### src/rtl/shot_tracker.sv
// rtl/shot_tracker.sv - shot entry and hit-map generator for player 2
//
// Snapshots player 1's 5x7 board on start, takes (column,line) shots on rising
// edges of fire, and builds the hit map shown by the matrix display. Counts
// shots left and hits and declares win or loss.
//
// Ports:
//   clk, rst_n            clock, synchronous active-low reset
//   start                 pulse: snapshot board and (re)start the game
//   board_col1..5 [6:0]   player 1 board, bit n = line n, 1 = ship cell
//   sel_col [2:0]         shot column, valid 1..5
//   sel_line [2:0]        shot line, valid 0..6
//   fire                  debounced fire button level
//   colHit1..5 [6:0]      hit map, bit n = line n hit
//   shots_left [7:0]      remaining shots
//   hits [5:0]            ship cells hit so far
//   shot_done             1-cycle pulse when a shot is resolved
//   shot_hit, shot_err    qualified by shot_done
//   result [1:0]          00 playing/idle, 01 won, 10 lost
//
// Build option: REPEAT_SHOT_FREE_EN makes a shot at an already-fired cell an
// error that consumes nothing; otherwise it silently burns one shot.
module shot_tracker #(
  parameter int MAX_SHOTS = 10
) (
  input  logic       clk,
  input  logic       rst_n,
  input  logic       start,
  input  logic [6:0] board_col1,
  input  logic [6:0] board_col2,
  input  logic [6:0] board_col3,
  input  logic [6:0] board_col4,
  input  logic [6:0] board_col5,
  input  logic [2:0] sel_col,
  input  logic [2:0] sel_line,
  input  logic       fire,
  output logic [6:0] colHit1,
  output logic [6:0] colHit2,
  output logic [6:0] colHit3,
  output logic [6:0] colHit4,
  output logic [6:0] colHit5,
  output logic [7:0] shots_left,
  output logic [5:0] hits,
  output logic       shot_done,
  output logic       shot_hit,
  output logic       shot_err,
  output logic [1:0] result
);

  typedef enum logic [2:0] {S_IDLE, S_LOAD, S_ARMED, S_CHECK, S_DONE} state_t;

  state_t      state, state_n;
  logic        fire_q;
  logic        rise;
  // Cell (col c, line n) lives at bit c*7+n of each flat 35-bit map.
  logic [34:0] board_q, fired_q, hit_q;
  logic [5:0]  ship_cells;
  logic [2:0]  lat_col, lat_line;

  logic        do_load, do_latch, do_resolve;
  logic [5:0]  pop;
  logic        bad, already, is_ship, counted, reject, new_hit, win, loss;
  logic [2:0]  c;
  logic [5:0]  idx;
  logic [5:0]  hits_nx;
  logic [7:0]  left_nx;

  assign rise = fire & ~fire_q;
  assign pop  = 6'($countones(board_q));

  // Shot resolution for the latched coordinates.
  always_comb begin
    bad     = (lat_col == 3'd0) || (lat_col > 3'd5) || (lat_line == 3'd7);
    c       = lat_col - 3'd1;
    // Out-of-range shots are rejected anyway; park the index on a legal bit.
    idx     = bad ? 6'd0 : ({3'b000, c} * 6'd7 + {3'b000, lat_line});
    already = fired_q[idx];
    is_ship = board_q[idx];
`ifdef REPEAT_SHOT_FREE_EN
    counted = !bad && !already;
    reject  = bad || already;
`else
    counted = !bad;
    reject  = bad;
`endif
    new_hit = counted && !already && is_ship;
    hits_nx = hits + {5'd0, new_hit};
    left_nx = shots_left - {7'd0, counted};
    // A win on the very last shot beats the out-of-shots loss.
    win     = counted && (hits_nx == ship_cells);
    loss    = counted && !win && (left_nx == 8'd0);
  end

  always_ff @(posedge clk) begin
    if (!rst_n) state <= S_IDLE;
    else        state <= state_n;
  end

  always_comb begin
    state_n    = state;
    do_load    = 1'b0;
    do_latch   = 1'b0;
    do_resolve = 1'b0;
    case (state)
      S_IDLE:  state_n = S_IDLE;
      S_LOAD:  state_n = (pop == 6'd0) ? S_DONE : S_ARMED;
      S_ARMED: begin
        if (rise) begin
          do_latch = 1'b1;
          state_n  = S_CHECK;
        end
      end
      S_CHECK: begin
        do_resolve = 1'b1;
        state_n    = (win || loss) ? S_DONE : S_ARMED;
      end
      S_DONE:  state_n = S_DONE;
      default: state_n = S_IDLE;
    endcase
    // start restarts the game from anywhere, even mid-shot.
    if (start) begin
      state_n    = S_LOAD;
      do_load    = 1'b1;
      do_latch   = 1'b0;
      do_resolve = 1'b0;
    end
  end

  always_ff @(posedge clk) begin
    if (!rst_n) begin
      fire_q     <= 1'b0;
      board_q    <= '0;
      fired_q    <= '0;
      hit_q      <= '0;
      ship_cells <= '0;
      lat_col    <= '0;
      lat_line   <= '0;
      shots_left <= '0;
      hits       <= '0;
      shot_done  <= 1'b0;
      shot_hit   <= 1'b0;
      shot_err   <= 1'b0;
      result     <= 2'b00;
    end else begin
      fire_q    <= fire;
      shot_done <= 1'b0;
      shot_hit  <= 1'b0;
      shot_err  <= 1'b0;
      if (do_load) begin
        board_q    <= {board_col5, board_col4, board_col3, board_col2, board_col1};
        fired_q    <= '0;
        hit_q      <= '0;
        hits       <= '0;
        shots_left <= 8'(MAX_SHOTS);
        result     <= 2'b00;
      end
      if (state == S_LOAD && !start) begin
        ship_cells <= pop;
        if (pop == 6'd0) result <= 2'b01;
      end
      if (do_latch) begin
        lat_col  <= sel_col;
        lat_line <= sel_line;
      end
      if (do_resolve) begin
        shot_done <= 1'b1;
        shot_err  <= reject;
        shot_hit  <= new_hit;
        if (counted) begin
          fired_q[idx] <= 1'b1;
          shots_left   <= left_nx;
          hits         <= hits_nx;
          if (new_hit) hit_q[idx] <= 1'b1;
          if (win)       result <= 2'b01;
          else if (loss) result <= 2'b10;
        end
      end
    end
  end

  assign colHit1 = hit_q[6:0];
  assign colHit2 = hit_q[13:7];
  assign colHit3 = hit_q[20:14];
  assign colHit4 = hit_q[27:21];
  assign colHit5 = hit_q[34:28];

endmodule

### config.mk
export PLATFORM = sky130hd
export DESIGN_NAME = shot_tracker
export DESIGN_NICKNAME = d
export VERILOG_FILES = /design/src/rtl/shot_tracker.sv
export SDC_FILE = /design/constraint.sdc
export NUM_CORES = 1
export LEC_CHECK = 0
export BUFFER_PORTS_ARGS = -buffer_cell sky130_fd_sc_hd__buf_4
export CELL_PAD_IN_SITES_DETAIL_PLACEMENT = 1
export CELL_PAD_IN_SITES_GLOBAL_PLACEMENT = 1
export CORE_MARGIN = 2
export CORE_UTILIZATION = 40
export DETAILED_ROUTE_END_ITERATION = 8
export PLACE_DENSITY_LB_ADDON = 0.1
export SLEW_MARGIN = 20
export SYNTH_ARGS = -nofsm -noshare
export SYNTH_HDL_FRONTEND = slang
export SYNTH_SLANG_ARGS = --single-unit
### constraint.sdc
create_clock -name clk -period 5.2 [get_ports clk]
set_input_delay 0.52 -clock clk [delete_from_list [all_inputs] [get_ports clk]]
set_output_delay 0.52 -clock clk [all_outputs]
set_load 0.02 [all_outputs]
* Yosys cells after proc, flatten, opt, wreduce, memory -nomap -nowiden
Cells that the tools add are included.
** Cells by class
- Magnitude comparators :: 3
- Bitwise logic cells :: 5
- $add $sub $neg :: 38
- Equal/unequal tests :: 8
- Reduce and logical (&&, ||, !) cells :: 19
- Multiplexer cells :: 41
- Multipliers :: 1
** Operator list (count)
- $mux W35 :: 9
- $or A35 B35 Y35 :: 2
- $add A1 B1 Y2 :: 17
- $add A2 B2 Y3 :: 8
- $mux W6 :: 4
- $mux W8 :: 3
- $add A3 B3 Y4 :: 4
- $mux W2 :: 7
- $add A6 B3 Y6 :: 2
- $bmux W1 S6 :: 2
- $pmux W3 S4 :: 1
- $mux W1 :: 11
- $add A4 B4 Y5 :: 2
- $mux W3 :: 3
- $logic_not A8 Y1 :: 1
- $sub A8 B1 Y8 :: 1
- $logic_and A1 B1 Y1 :: 7
- $lt A6 B7 Y1 const B :: 1
- $add A5 B5 Y6 :: 1
- $add A6 B1 Y6 :: 1
- $demux W1 S6 :: 1
- $eq A3 B2 Y1 const B :: 2
- $eq A3 B3 Y1 const B :: 2
- $eq A6 B6 Y1 :: 1
- 16 further kinds :: 22
** Word-level totals
- Bits of input ports :: 45
- Output and inout bits :: 54
- Register bits :: 140
- Logic and storage cells :: 130

* Depth between registers and ports, before layout
- Word-level depth :: 19
- Depth in mapped cells :: 23

* Worst setup path before layout
OpenSTA, ideal clock, no wires.
- Path type :: reg-to-reg
- Start :: register lat_col[0]
- End :: register result[1]
- Stages on the path, launching flop included :: 22
- Library setup time :: 0.119 ns
- Clock period less this slack :: 5.249 ns
- Setup slack :: -0.049 ns
- Data arrival time :: 5.131 ns
- Path through :: dfxtp_1 -> inv_1 -> ha_1 -> xor2_1 -> xor2_1 -> fa_1 -> inv_1 -> fa_1 -> buf_2 -> buf_1 -> or3_1 -> o211ai_1 -> nand4b_1 -> o2111ai_4 -> nor3b_2 -> ha_1 -> ha_1 -> xor2_1 -> nor3_1 -> nand4_1 -> or2_2 -> o221a_2
** Between the ends
- Longest elaborated chain between the ends :: 19
** Ends and longest elaborated chain
- from (decl) :: line 58 : logic [2:0] lat_col, lat_line;
- from (signal assigned) :: line 162 : lat_col <= sel_col;
- $sub A3 B1 Y3, or another cell as far along :: line 74 : c = lat_col - 3'd1;
- $mul A3 B3 Y6 / $logic_or A1 B1 Y1 (equally long branches) :: line 76, 73
- $add A6 B3 Y6 / $logic_or A1 B1 Y1 (equally long branches) :: line 76, 73
- $mux W6 :: line 76 : idx = bad ? 6'd0 : ({3'b000, c} * 6'd7 + {3'b000, lat_line});
- $bmux W1 S6 :: line 77 : already = fired_q[idx];
- $mux W1 (implied by the code) :: line 77
- $logic_not A1 Y1 :: line 86 : new_hit = counted && !already && is_ship;
- $logic_and A1 B1 Y1 :: line 86
- [... 1 more ...]
- named net new_hit :: line 62 : logic bad, already, is_ship, counted, reject, new_hit, win, loss;
- [... 1 more ...]
- $eq A6 B6 Y1 (*) :: line 90 : win = counted && (hits_nx == ship_cells);
- $logic_and A1 B1 Y1 (*) :: line 90
- $logic_not A1 Y1 :: line 91 : loss = counted && !win && (left_nx == 8'd0);
- $logic_and A1 B1 Y1 (2 in a row) :: line 91
- $mux W2 :: line 175 : else if (loss) result <= 2'b10;
- $mux W2 (*) :: line 174 : if (win) result <= 2'b01;
- $mux W2 (*) :: line 169 : if (counted) begin
- $mux W2 (*) :: line 165 : if (do_resolve) begin
- to (signal assigned) :: line 159 : if (pop == 6'd0) result <= 2'b01;
- to (signal assigned) :: line 174
- to (signal assigned) :: line 175
- to (decl) :: line 47 : output logic [1:0] result
The timed path passes the listed nets; every way through them passes the cells marked *. The select of a mux whose other input is x is not followed.
A chain may end at the register's enable or synchronous reset.

* Worst setup path in the final report
- Start :: register board_q[5]
- End :: register result[1]
** Between the ends
- Longest elaborated chain between the ends :: 13
** Ends and longest elaborated chain
- from (decl) :: line 56 : logic [34:0] board_q, fired_q, hit_q;
- from (signal assigned) :: line 150 : board_q <= {board_col5, board_col4, board_col3, board_col2, board_col1};
- $add A1 B1 Y2 (implied by the code) / $bmux W1 S6 (equally long branches) :: line 69, 78
- $add A2 B2 Y3 (implied by the code) / $mux W1 (equally long branches) :: line 69, 78
- $add A3 B3 Y4 (implied by the code) / $logic_and A1 B1 Y1 (equally long branches) :: line 69, 86
- $add A4 B4 Y5 (implied by the code) / $add A6 B1 Y6 (equally long branches) :: line 69, 87
- $add A5 B5 Y6 (implied by the code) / $eq A6 B6 Y1 (equally long branches) :: line 69, 90
- $add A6 B3 Y6 (implied by the code) / $logic_and A1 B1 Y1 (equally long branches) :: line 69, 90
- $logic_not A6 Y1 / $logic_not A1 Y1 (equally long branches) :: line 159, 91
- $mux W2 / $logic_and A1 B1 Y1 (equally long branches) :: line 159, 91
- $mux W2 / $logic_and A1 B1 Y1 (equally long branches) :: line 157, 91
- $mux W2 :: line 175
- $mux W2 :: line 174
- $mux W2 :: line 169
- $mux W2 (*) :: line 165
Every way passes the cells marked *; elsewhere a longest branch is shown, timed or not. The select of a mux whose other input is x is not followed.

==> impl_metrics.toml <==
[outcome]
status = "finished, violations left"
violations = "negative setup slack"

[cts]
cts_root_buf = "clkbuf_16"
cts_buffer_depth = 2
cts_buffers = 17
clock_sinks = 140
clkSlewWorstSetupHoldPaths_ns = 0.06
htree_levels = 4
clk_latency_ns = 0.43
ctsHoldBuffers = 0
cts_tree = "built"

[synthesis]
synthArstFlopShare_pct = 0
synth_top_family_by_area = "simple AND/OR/NAND/NOR gates"
yosysSeqAreaShare_pct = 39.1
syn_nets = 844
synth-warning-count = 0
syn_area_um2 = 7170
synth_compound_area_share_pct = 11.8
synth-edff-count = 0
synth_ff_type = "dfxtp_1"
syn_inst = 747
synth_cell_types = 70
avgSynthCellArea_um2 = 9.60
synth_xor_area_share_pct = 4.26
yosys.area_share.simple_pct = 18.6
synthAdderAreaFrac_pct = 12.1
synth.area.mux_share_pct = 8.60
ys_seq_elements = 140

[sta]
tns_ns = -0.197
hold_violations = 0
timing.final.crit_period_ns = 5.29
rsz0062_at_grt = "true"
post-route-period-util_pct = 102
relSlewSlack_pct = 35.8
setup_ws_ns = -0.0909
fmax_mhz = 189
slew_viol_final = 0
clock_skew_ns = 0.0115
tightest_slew_ns = 0.955
setup_viol = 3

[final_layout]
final_common_cell = "buf_4"
nNetsFinal = 998
seq_area_um2 = 2810
multiInputGateArea_um2 = 4140
final.fill_count = 1970
mostFrequentLayoutCells = "buf_4 (165), dfxtp_1 (136), nand2_1 (92), nor2b_1 (64)"
syn_to_final_growth_pct = 30.2
utilization_pct = 53.6
diodes = 0
final_layout_size_suffix_gt1_share_pct = 27.5
postLayoutCellArea_um2 = 9340

[grt]
grt_first_pass_wirelength_um = 33900
grt_use_total_pct = 23.6
gr-total-overflow = 0
antenna_found_initial = 0
grt_max_degree = 71
grt_pass1_vias = 6256

[pwr]
pwr-share-seq_pct = 32.1
p_int_uw = 2390
switching_share_pct = 32.9
p_leak_uw = 0.00420
clkPwrFrac_pct = 35.4
p_comb_share_pct = 32.5
ir_drop_uv = 245
netSwitchingPower_uw = 1170
p_per_area_nw_per_um2 = 381

[floorplanning]
die-height_um = 138
core_um2 = 17400
die_w_um = 138
ios = 99
start_util_pct = 41.2
die_area_um2 = 19000
rows = 48

[worst_setup_path]
required_ns = 5.52
timing.rr.start = "board_q[5]"
rrSetupSlack_ns = -0.09
path_class = "reg2reg"
rr_worst_depth = 19
cp-start-kind = "flip-flop"
worstPathArrival_ns = 5.61
r2r-end = "result[1]"
end_kind = "flip-flop"
crit_fanout = 2

[routing]
drt_first_pass_iters = 4
routed-wl-met2_um = 10600
drt_iter0_drc = 232
wl_per_cell_um = 18.8
dr.max_layer_used = "met4"
ant_nets = 0
drc_errors = 0
viasPerCell = 5.12
wirelength_met1_um = 9660
routed_wl_um = 21400
wl_met3_um = 756
vias = 5837

[min_path]
min_path_type = "in2reg"
hp-start = "fire"
worstHoldPathCells = 2
min_to = "fire_q"

[placed_design]
io_buffer_count = 98
dpl-instance-area_um2 = 8500
hpwl_um = 16000
place_congestion = 0.898

[job]
cap_violations = 0
## power groups by stage
stage / registers (uW) / logic, uW / clock network [uW]
2_1_floorplan: 1150 / 721 / 0
3_3_place_gp: 1160 / 971 / 0
3_5_place_dp: 1160 / 1020 / 0
4_1_cts: 1140 / 1100 / 1280
5_1_grt: 1140 / 1290 / 1330
6_report: 1140 / 1160 / 1260
## registers in the layout, indices dropped and copies added, names as in the netlist
signal / count
board_q: 35
fired_q: 35
hit_q: 35
shots_left: 8
hits: 6
ship_cells: 6
lat_col: 3
lat_line: 3
state: 3
result: 2
fire_q: 1
shot_done: 1
shot_err: 1
shot_hit: 1
## worst max path at each step
stage                           start        end  slack, ns  cells after the start
after floorplan            lat_col[1]  result[1]      0.008                     21
after global placement     board_q[5]  result[1]      -0.12                     19
after detailed placement   board_q[5]  result[1]      -0.27                     19
after CTS                 board_q[11]  result[1]      -0.13                     19
after global routing      board_q[11]  result[0]      -0.33                     19
final                      board_q[5]  result[1]      -0.09                     19
## routing by layer
metal | global-route usage (%) | vias to the layer above
met5 | 0 | -
met4 | 7.71 | 0
met3 | 3.51 | 27
met2 | 40.1 | 113
met1 | 30.9 | 2873
li1 | - | 2824
## synthesized netlist by cell type (10+ instances only)
library cell	count	area (um2)
a21o_1	12	90.1
a21oi_1	10	50.1
a22o_1	24	210
clkbuf_1	19	71.3
dfxtp_1	140	2800
fa_1	29	581
ha_1	23	288
inv_1	60	225
mux2i_1	53	531
nand2_1	92	345
nand3_1	12	60.1
nor2_1	35	131
nor2b_1	66	413
nor3_1	12	60.1
o21ai_0	13	65.1
o21ai_1	10	50.1
xnor2_1	18	158
xor2_1	15	131
## per-stage QoR
step / worst slack (ns) / total power (uW) / hold slack [ns] / cells
global route: -0.334 / 3760 / 0.316 / 1139
finish: -0.0909 / 3550 / 0.302 / 1139
detailed placement: -0.271 / 2180 / 0.434 / 1098
floorplan: 0.00824 / 1880 / 0.415 / 747
global placement: -0.124 / 2130 / 0.426 / 1098
CTS: -0.133 / 3520 / 0.292 / 1135
## cell families after synthesis
logic type / after synthesis
buffers and inverters: 94
xor gates and xnor gates: 34
muxes: 58
DFF: 140
and+or+nand+nor: 259
AOI/OAI and AO/OA: 110
adders and majority gates: 52
## final cells by class
cell class              count  share of cell area, %
repair buffers            168                   13.6
inverters                  61                   2.53
clock inverters            15                   1.88
multi-input cells         513                   44.3
flip-flops and latches    140                   30.1
well taps                 225                   3.01
clock buffers              17                   4.56
## timing repair
item / CTS / global route
pin swaps: 17 / 20
setup endpoints to repair: 4 / 5
gates resized for setup: 24 / 16
setup buffers: 5 / 4
## critical path, stage by stage (launching register included)
cell and delay (ns):
dfxtp_2 0.34, inv_2 0.04, fa_1 0.52, inv_1 0.05
fa_1 0.46, fa_1 0.56, fa_1 0.44, fa_1 0.53
inv_2 0.04, fa_1 0.47, inv_1 0.05, fa_2 0.35
inv_2 0.07, fa_2 0.23, nor2b_4 0.05, nor4b_2 0.20
mux2i_1 0.14, nor4b_2 0.30, nor3b_1 0.09, o221a_2 0.25
Note: power is estimated with default switching activity, not from simulation.
